[config.mk]
export PLATFORM = sky130hd
export DESIGN_NAME = mem_wb_stage
export DESIGN_NICKNAME = d
export VERILOG_FILES = /design/src/rtl/mem_wb_stage_pkg.sv /design/src/rtl/mem_wb_stage.sv
export SDC_FILE = /design/constraint.sdc
export NUM_CORES = 1
export LEC_CHECK = 0
export CORE_MARGIN = 10
export CORE_UTILIZATION = 41
export DETAILED_ROUTE_END_ITERATION = 8
export PLACE_DENSITY = 0.77
export SYNTH_ARGS = -nofsm -noshare
export SYNTH_HDL_FRONTEND = slang
export SYNTH_SLANG_ARGS = --single-unit
[constraint.sdc]
create_clock -name clk -period 2.3 [get_ports clk]
set_input_delay 0.23 -clock clk [delete_from_list [all_inputs] [get_ports clk]]
set_output_delay 0.23 -clock clk [all_outputs]
set_load 0.02 [all_outputs]
[src/rtl/mem_wb_stage_pkg.sv]
// Shared opcode and FSM encodings for the memory / write-back stage.
// Contents: 5-bit opcode constants, MEM_WB FSM state type, decode helpers.
package mem_wb_stage_pkg;

   localparam int unsigned OP_W    = 5;
   localparam int unsigned DATA_W  = 32;
   localparam int unsigned REG_W   = 4;
   localparam int unsigned ADDR_W  = 8;
   localparam int unsigned TMO_W   = 4;

   // ALU opcodes occupy the contiguous range (OP_NOP, OP_ARSH].
   localparam logic [OP_W-1:0] OP_NOP  = 5'd0;
   localparam logic [OP_W-1:0] OP_ADD  = 5'd1;
   localparam logic [OP_W-1:0] OP_SUB  = 5'd2;
   localparam logic [OP_W-1:0] OP_AND  = 5'd3;
   localparam logic [OP_W-1:0] OP_OR   = 5'd4;
   localparam logic [OP_W-1:0] OP_XOR  = 5'd5;
   localparam logic [OP_W-1:0] OP_LSH  = 5'd6;
   localparam logic [OP_W-1:0] OP_RSH  = 5'd7;
   localparam logic [OP_W-1:0] OP_ARSH = 5'd8;
   localparam logic [OP_W-1:0] OP_LDW  = 5'd9;
   localparam logic [OP_W-1:0] OP_STR  = 5'd10;
   localparam logic [OP_W-1:0] OP_CMP  = 5'd11;
   localparam logic [OP_W-1:0] OP_BRQ  = 5'd12;
   localparam logic [OP_W-1:0] OP_BRG  = 5'd13;
   localparam logic [OP_W-1:0] OP_BRS  = 5'd14;

   typedef enum logic [1:0] {
      ST_IDLE     = 2'd0,
      ST_MEM_WAIT = 2'd1,
      ST_WB       = 2'd2
   } mem_wb_state_t;

   function automatic logic is_alu(input logic [OP_W-1:0] op);
      return (op > OP_NOP) && (op <= OP_ARSH);
   endfunction

   // Opcodes that write the register file one cycle after acceptance.
   function automatic logic is_direct_write(input logic [OP_W-1:0] op,
                                            input logic            isimm);
      return is_alu(op) || (op == OP_CMP) || ((op == OP_LDW) && isimm);
   endfunction

   // Opcodes that need a data-memory transaction.
   function automatic logic is_mem_op(input logic [OP_W-1:0] op,
                                      input logic            isimm);
      return ((op == OP_LDW) && !isimm) || (op == OP_STR);
   endfunction

endpackage

[src/rtl/mem_wb_stage.sv]
// Memory / write-back pipeline stage.
// Accepts execute-stage results in IDLE, writes ALU/CMP/immediate-load
// results straight to the register file, and runs one data-memory
// transaction for LDW (non-immediate) and STR, stalling upstream meanwhile.
// Ports: clk, rst (sync, active-high); in_* execute-stage result;
// stall (combinational); mem_* data-memory request/response;
// rf_* register-file write port; status_ovf/status_err/bus_error sticky flags.
// Optional: define PIGRO_MEM_TIMEOUT_EN to abort a memory access after
// 16 cycles without ack and raise bus_error.
module mem_wb_stage
   import mem_wb_stage_pkg::*;
(
   input  logic                     clk,
   input  logic                     rst,
   input  logic                     in_valid,
   input  logic [OP_W-1:0]          in_opcode,
   input  logic signed [DATA_W-1:0] in_data,
   input  logic [REG_W-1:0]         in_dest,
   input  logic [ADDR_W-1:0]        in_addr,
   input  logic                     in_isimm,
   input  logic                     in_overflow,
   input  logic                     in_error,
   output logic                     stall,
   output logic                     mem_req,
   output logic                     mem_we,
   output logic [ADDR_W-1:0]        mem_addr,
   output logic [DATA_W-1:0]        mem_wdata,
   input  logic [DATA_W-1:0]        mem_rdata,
   input  logic                     mem_ack,
   output logic                     rf_we,
   output logic [REG_W-1:0]         rf_waddr,
   output logic [DATA_W-1:0]        rf_wdata,
   output logic                     status_ovf,
   output logic                     status_err,
   output logic                     bus_error
);

   mem_wb_state_t    state;
   logic             pend_load;
   logic [REG_W-1:0] pend_dest;

`ifdef PIGRO_MEM_TIMEOUT_EN
   localparam logic [TMO_W-1:0] TMO_LAST = '1;
   logic [TMO_W-1:0] tmo_cnt;
`else
   assign bus_error = 1'b0;
`endif

   // Upstream must hold while busy or while a memory op is being accepted.
   assign stall = (state != ST_IDLE) || (in_valid && is_mem_op(in_opcode, in_isimm));

   // Stage FSM with registered outputs.
   always_ff @(posedge clk) begin
      if (rst) begin
         state      <= ST_IDLE;
         pend_load  <= 1'b0;
         pend_dest  <= '0;
         mem_req    <= 1'b0;
         mem_we     <= 1'b0;
         mem_addr   <= '0;
         mem_wdata  <= '0;
         rf_we      <= 1'b0;
         rf_waddr   <= '0;
         rf_wdata   <= '0;
         status_ovf <= 1'b0;
         status_err <= 1'b0;
`ifdef PIGRO_MEM_TIMEOUT_EN
         tmo_cnt    <= '0;
         bus_error  <= 1'b0;
`endif
      end else begin
         rf_we <= 1'b0;
         case (state)
            ST_IDLE: begin
               if (in_valid) begin
                  if (is_direct_write(in_opcode, in_isimm)) begin
                     rf_we    <= 1'b1;
                     rf_waddr <= in_dest;
                     rf_wdata <= in_data;
                  end
                  if (is_alu(in_opcode)) begin
                     if (in_overflow) status_ovf <= 1'b1;
                     if (in_error)    status_err <= 1'b1;
                  end
                  if (is_mem_op(in_opcode, in_isimm)) begin
                     mem_req   <= 1'b1;
                     mem_we    <= (in_opcode == OP_STR);
                     mem_addr  <= in_addr;
                     if (in_opcode == OP_STR) mem_wdata <= in_data;
                     pend_load <= (in_opcode == OP_LDW);
                     pend_dest <= in_dest;
                     state     <= ST_MEM_WAIT;
`ifdef PIGRO_MEM_TIMEOUT_EN
                     tmo_cnt   <= '0;
`endif
                  end
               end
            end
            ST_MEM_WAIT: begin
               if (mem_ack) begin
                  mem_req <= 1'b0;
                  if (pend_load) begin
                     rf_we    <= 1'b1;
                     rf_waddr <= pend_dest;
                     rf_wdata <= mem_rdata;
                     state    <= ST_WB;
                  end else begin
                     state    <= ST_IDLE;
                  end
               end
`ifdef PIGRO_MEM_TIMEOUT_EN
               // 16th cycle without ack: abandon the access.
               else if (tmo_cnt == TMO_LAST) begin
                  mem_req   <= 1'b0;
                  bus_error <= 1'b1;
                  state     <= ST_IDLE;
               end else begin
                  tmo_cnt <= tmo_cnt + TMO_W'(1);
               end
`endif
            end
            // rf_we is high during this cycle; just return to IDLE.
            ST_WB:   state <= ST_IDLE;
            default: state <= ST_IDLE;
         endcase
      end
   end

endmodule

==> impl_metrics.csv <==
group,metric,value,unit
finish,finalNonFillerCells,661,
place,place_congestion,0.789,
pwr,p_seq_share,48.2,%
yosys,syn_area_per_cell,9.61,um2
timing,fmax,462,MHz
clock_tree,htreeDepth,3,
floorplanning,rows,34,
global_route,grtUsageTotal,17.5,%
timing,relSlewSlack,59.5,%
detailed_routing,num_vias,3449,
global_route,grt_overflow,0,
timing,fin_crit_sh,94.0,%
pwr,total_leakage_power,0.00201,uW
place,dpl.hpwl,9220,um
global_route,grt_pass1_vias,3546,
clock_tree,cts.sinks,88,
worst_setup_path,worstPathArrival,1930,ps
timing,hold_viol,0,
global_route,grt_max_degree,53,
finish,antenna_cells,0,
timing,layout_min_cycle_time,2160,ps
pwr,p_clk_share,35.0,%
finish,area_delta_synth_final,55.8,%
worst_setup_path,cp.depth,5,
timing,finalSetupTns,0,ps
clock_tree,numCtsBuffers,9,
min_path,hold_depth,2,
timing,finalWorstSetupSlack,137,ps
worst_setup_path,cp_max_fo,5,
yosys,syn-num-nets,474,
yosys,yosysMostFrequentCell,"dfxtp_1",
worst_setup_path,slowest_stage,"clkdlybuf4s50_1",
min_path,hp-class,"primary input to flip-flop",
detailed_routing,viasPerCell,5.22,
floorplanning,die_x,115,um
floorplanning,die_area,13300,um2
pwr,p_sw,814,uW
timing,rsz0062_at_grt,"no",
yosys,synth-edff-count,0,
global_route,grtUsageMet3,8.28,%
pwr,swShare,24.6,%
detailed_routing,wl_per_cell,18.2,um
worst_setup_path,timing.critical_path.mode_cell,"clkdlybuf4s50_1",
place,placedCellCount,645,
worst_setup_path,r2r_cells,5,
detailed_routing,firstDrtPassIters,4,
clock_tree,cts_tree,"done",
global_route,grt_pass1_wl,18700,um
clock_tree,clk_pin_slew,90,ps
floorplanning,ios,171,
clock_tree,cts_root_buf,"clkbuf_8",
detailed_routing,routed_wl,12000,um
place,portBuffers,169,
detailed_routing,ant_nets,0,
pwr,comb_power_share,16.7,%
finish,nets,636,
pwr,vdd_ir_drop_max,336,uV
clock_tree,cts_buffer_depth,2,
worst_setup_path,end_kind,"output port",
global_route,busiest_layer,"met2",
detailed_routing,drtIter0Drc,180,
timing,setup_viol,0,
status,status,"finished, final reports clean",
timing,finalMaxSlewViolations,0,
yosys,synth.top_cells.by_count,"dfxtp_1 (88), nand2_1 (66), nor2_1 (52)",
yosys,seq_area_frac_synth,47.5,%
global_route,met2_usage,28.5,%
worst_setup_path,slowest_delay,640,ps
yosys,synth_area,3710,um2
yosys,synth_cell_types,27,
finish,fin_area,5780,um2
global_route,antenna_found_initial,0,
worst_setup_path,critPathTopFamily,"buffers and inverters",
yosys,synthArstFlopShare,0,%
worst_setup_path,path_class,"primary input to output port",
yosys,synth-seq-cells,88,
job,drv_cap,0,
yosys,synth_top_area_cell,"dfxtp_1",
place,place_area,5550,um2
floorplanning,start_util,42.3,%
yosys,synth_top_area_share,47.5,%
yosys,yosys_warnings,0,
timing,fin_skew,10.1,ps
yosys,synth_cells,386,
yosys,synthTopCellsByArea,"dfxtp_1 (47%), mux2i_1 (13%), a221oi_2 (12%), nand2_1 (6.7%), nor2_1 (5.3%)",
global_route,groute.layer.met1.usage,20.0,%
worst_setup_path,crit_chain,"clkdlybuf4s50_1 > nor3b_1 > o21ai_0 > nand2_1 > clkdlybuf4s50_1",
pwr,p_per_area,573,nW/um2
worst_setup_path,cp_num_buf_inv,2,
timing,tightest_slew,608,ps
yosys,synth_ff_type,"dfxtp_1",
finish,drive_gt1_share,12.1,%
clock_tree,clk_latency,350,ps
floorplanning,die_h,115,um
worst_setup_path,startpoint_type,"primary input",
place,pre_cts_ws,61.1,ps
pwr,power.internal,2500,uW
floorplanning,core_area,8760,um2
worst_setup_path,crit_required,2070,ps
detailed_routing,post-route-drc-count,0,
[what timing repair did]
item,in CTS,in global routing
hold buffers,0,0
setup buffers,0,0
endpoints found under the setup margin,0,1
resized for setup,0,1
[flip-flops by register name (all words and copies together), names as in the netlist, 2 cells and up]
register   cells
rf_waddr       4
mem_addr       8
state          2
rf_wdata      32
mem_wdata     32
pend_dest      4
[path summary, 6_finish.rpt]
check,start,end,slack (ps)
setup / recovery,in_opcode[0],stall,140
hold / removal,rst,pend_dest[2],380
setup reg to reg,state[1],mem_wdata[17],460
hold reg to reg,mem_wdata[8],mem_wdata[8],460
[area by class of cell]
| cell class | instances | area [um2] |
|---|---|---|
| flip-flops and latches | 88 | 1760 |
| multi-input cells | 262 | 1780 |
| repair buffers | 185 | 1870 |
| fillers | 721 | 2980 |
| well taps | 108 | 135 |
| clock inverters | 3 | 47.5 |
| clock buffers | 13 | 179 |
| inverters | 2 | 7.51 |
[layer usage]
layer | up-vias | share of wire, %
met1 | 1622 | 40
met3 | 14 | 12
met5 | - | 0
met2 | 129 | 46
li1 | 1684 | -
met4 | 0 | 1.6
[through the flow]
| stage | util, % | hold slack (ps) | total power, uW |
|---|---|---|---|
| floorplan | - | 341 | 1880 |
| global placement | 63.3 | 440 | 2180 |
| detailed placement | 63.3 | 446 | 2190 |
| CTS | 65.9 | 357 | 3350 |
| global route | 66.0 | 376 | 3450 |
| finish | 66.0 | 376 | 3310 |
[kinds of logic (layout without fill, tap and decap cells)]
| group | after synthesis | in the layout | share of synthesized area (%) |
|---|---|---|---|
| multiplexers | 48 | 48 | 12.9 |
| buffers and inverters | 36 | 203 | 4.89 |
| other | 1 | 1 | 0.101 |
| AO/OA/AOI/OAI | 79 | 79 | 19.7 |
| AND/OR/NAND/NOR | 134 | 134 | 14.9 |
| flip-flops | 88 | 88 | 47.5 |
[worst reg2reg max path, stage by stage, from the launching register on]
cell and delay, ps:
dfxtp_1 340, nor4b_1 510, and3_1 500, buf_12 220
nand2_1 70, a21oi_1 130
[power groups by stage]
stage | Sequential [uW] | Combinational (uW) | Clock (uW)
2_1_floorplan | 1690 | 183 | 0
3_3_place_gp | 1630 | 547 | 0
3_5_place_dp | 1630 | 556 | 0
4_1_cts | 1600 | 558 | 1190
5_1_grt | 1600 | 590 | 1260
6_report | 1600 | 554 | 1160
[cells in the final DEF (no fill, tap or decap), types with 4 or more instances in the layout]
cell type / netlist / final
dfxtp_1: 88 / 87
nor2b_1: 4 / 4
a221oi_2: 29 / 29
buf_12: 0 / 5
nor2_1: 52 / 52
clkbuf_8: 0 / 13
and3_1: 4 / 4
a221oi_1: 8 / 8
clkdlybuf4s50_1: 0 / 168
buf_4: 2 / 12
a21oi_1: 36 / 36
nand2_1: 66 / 65
mux2i_1: 48 / 48
(Power assumes the default switching activity.)
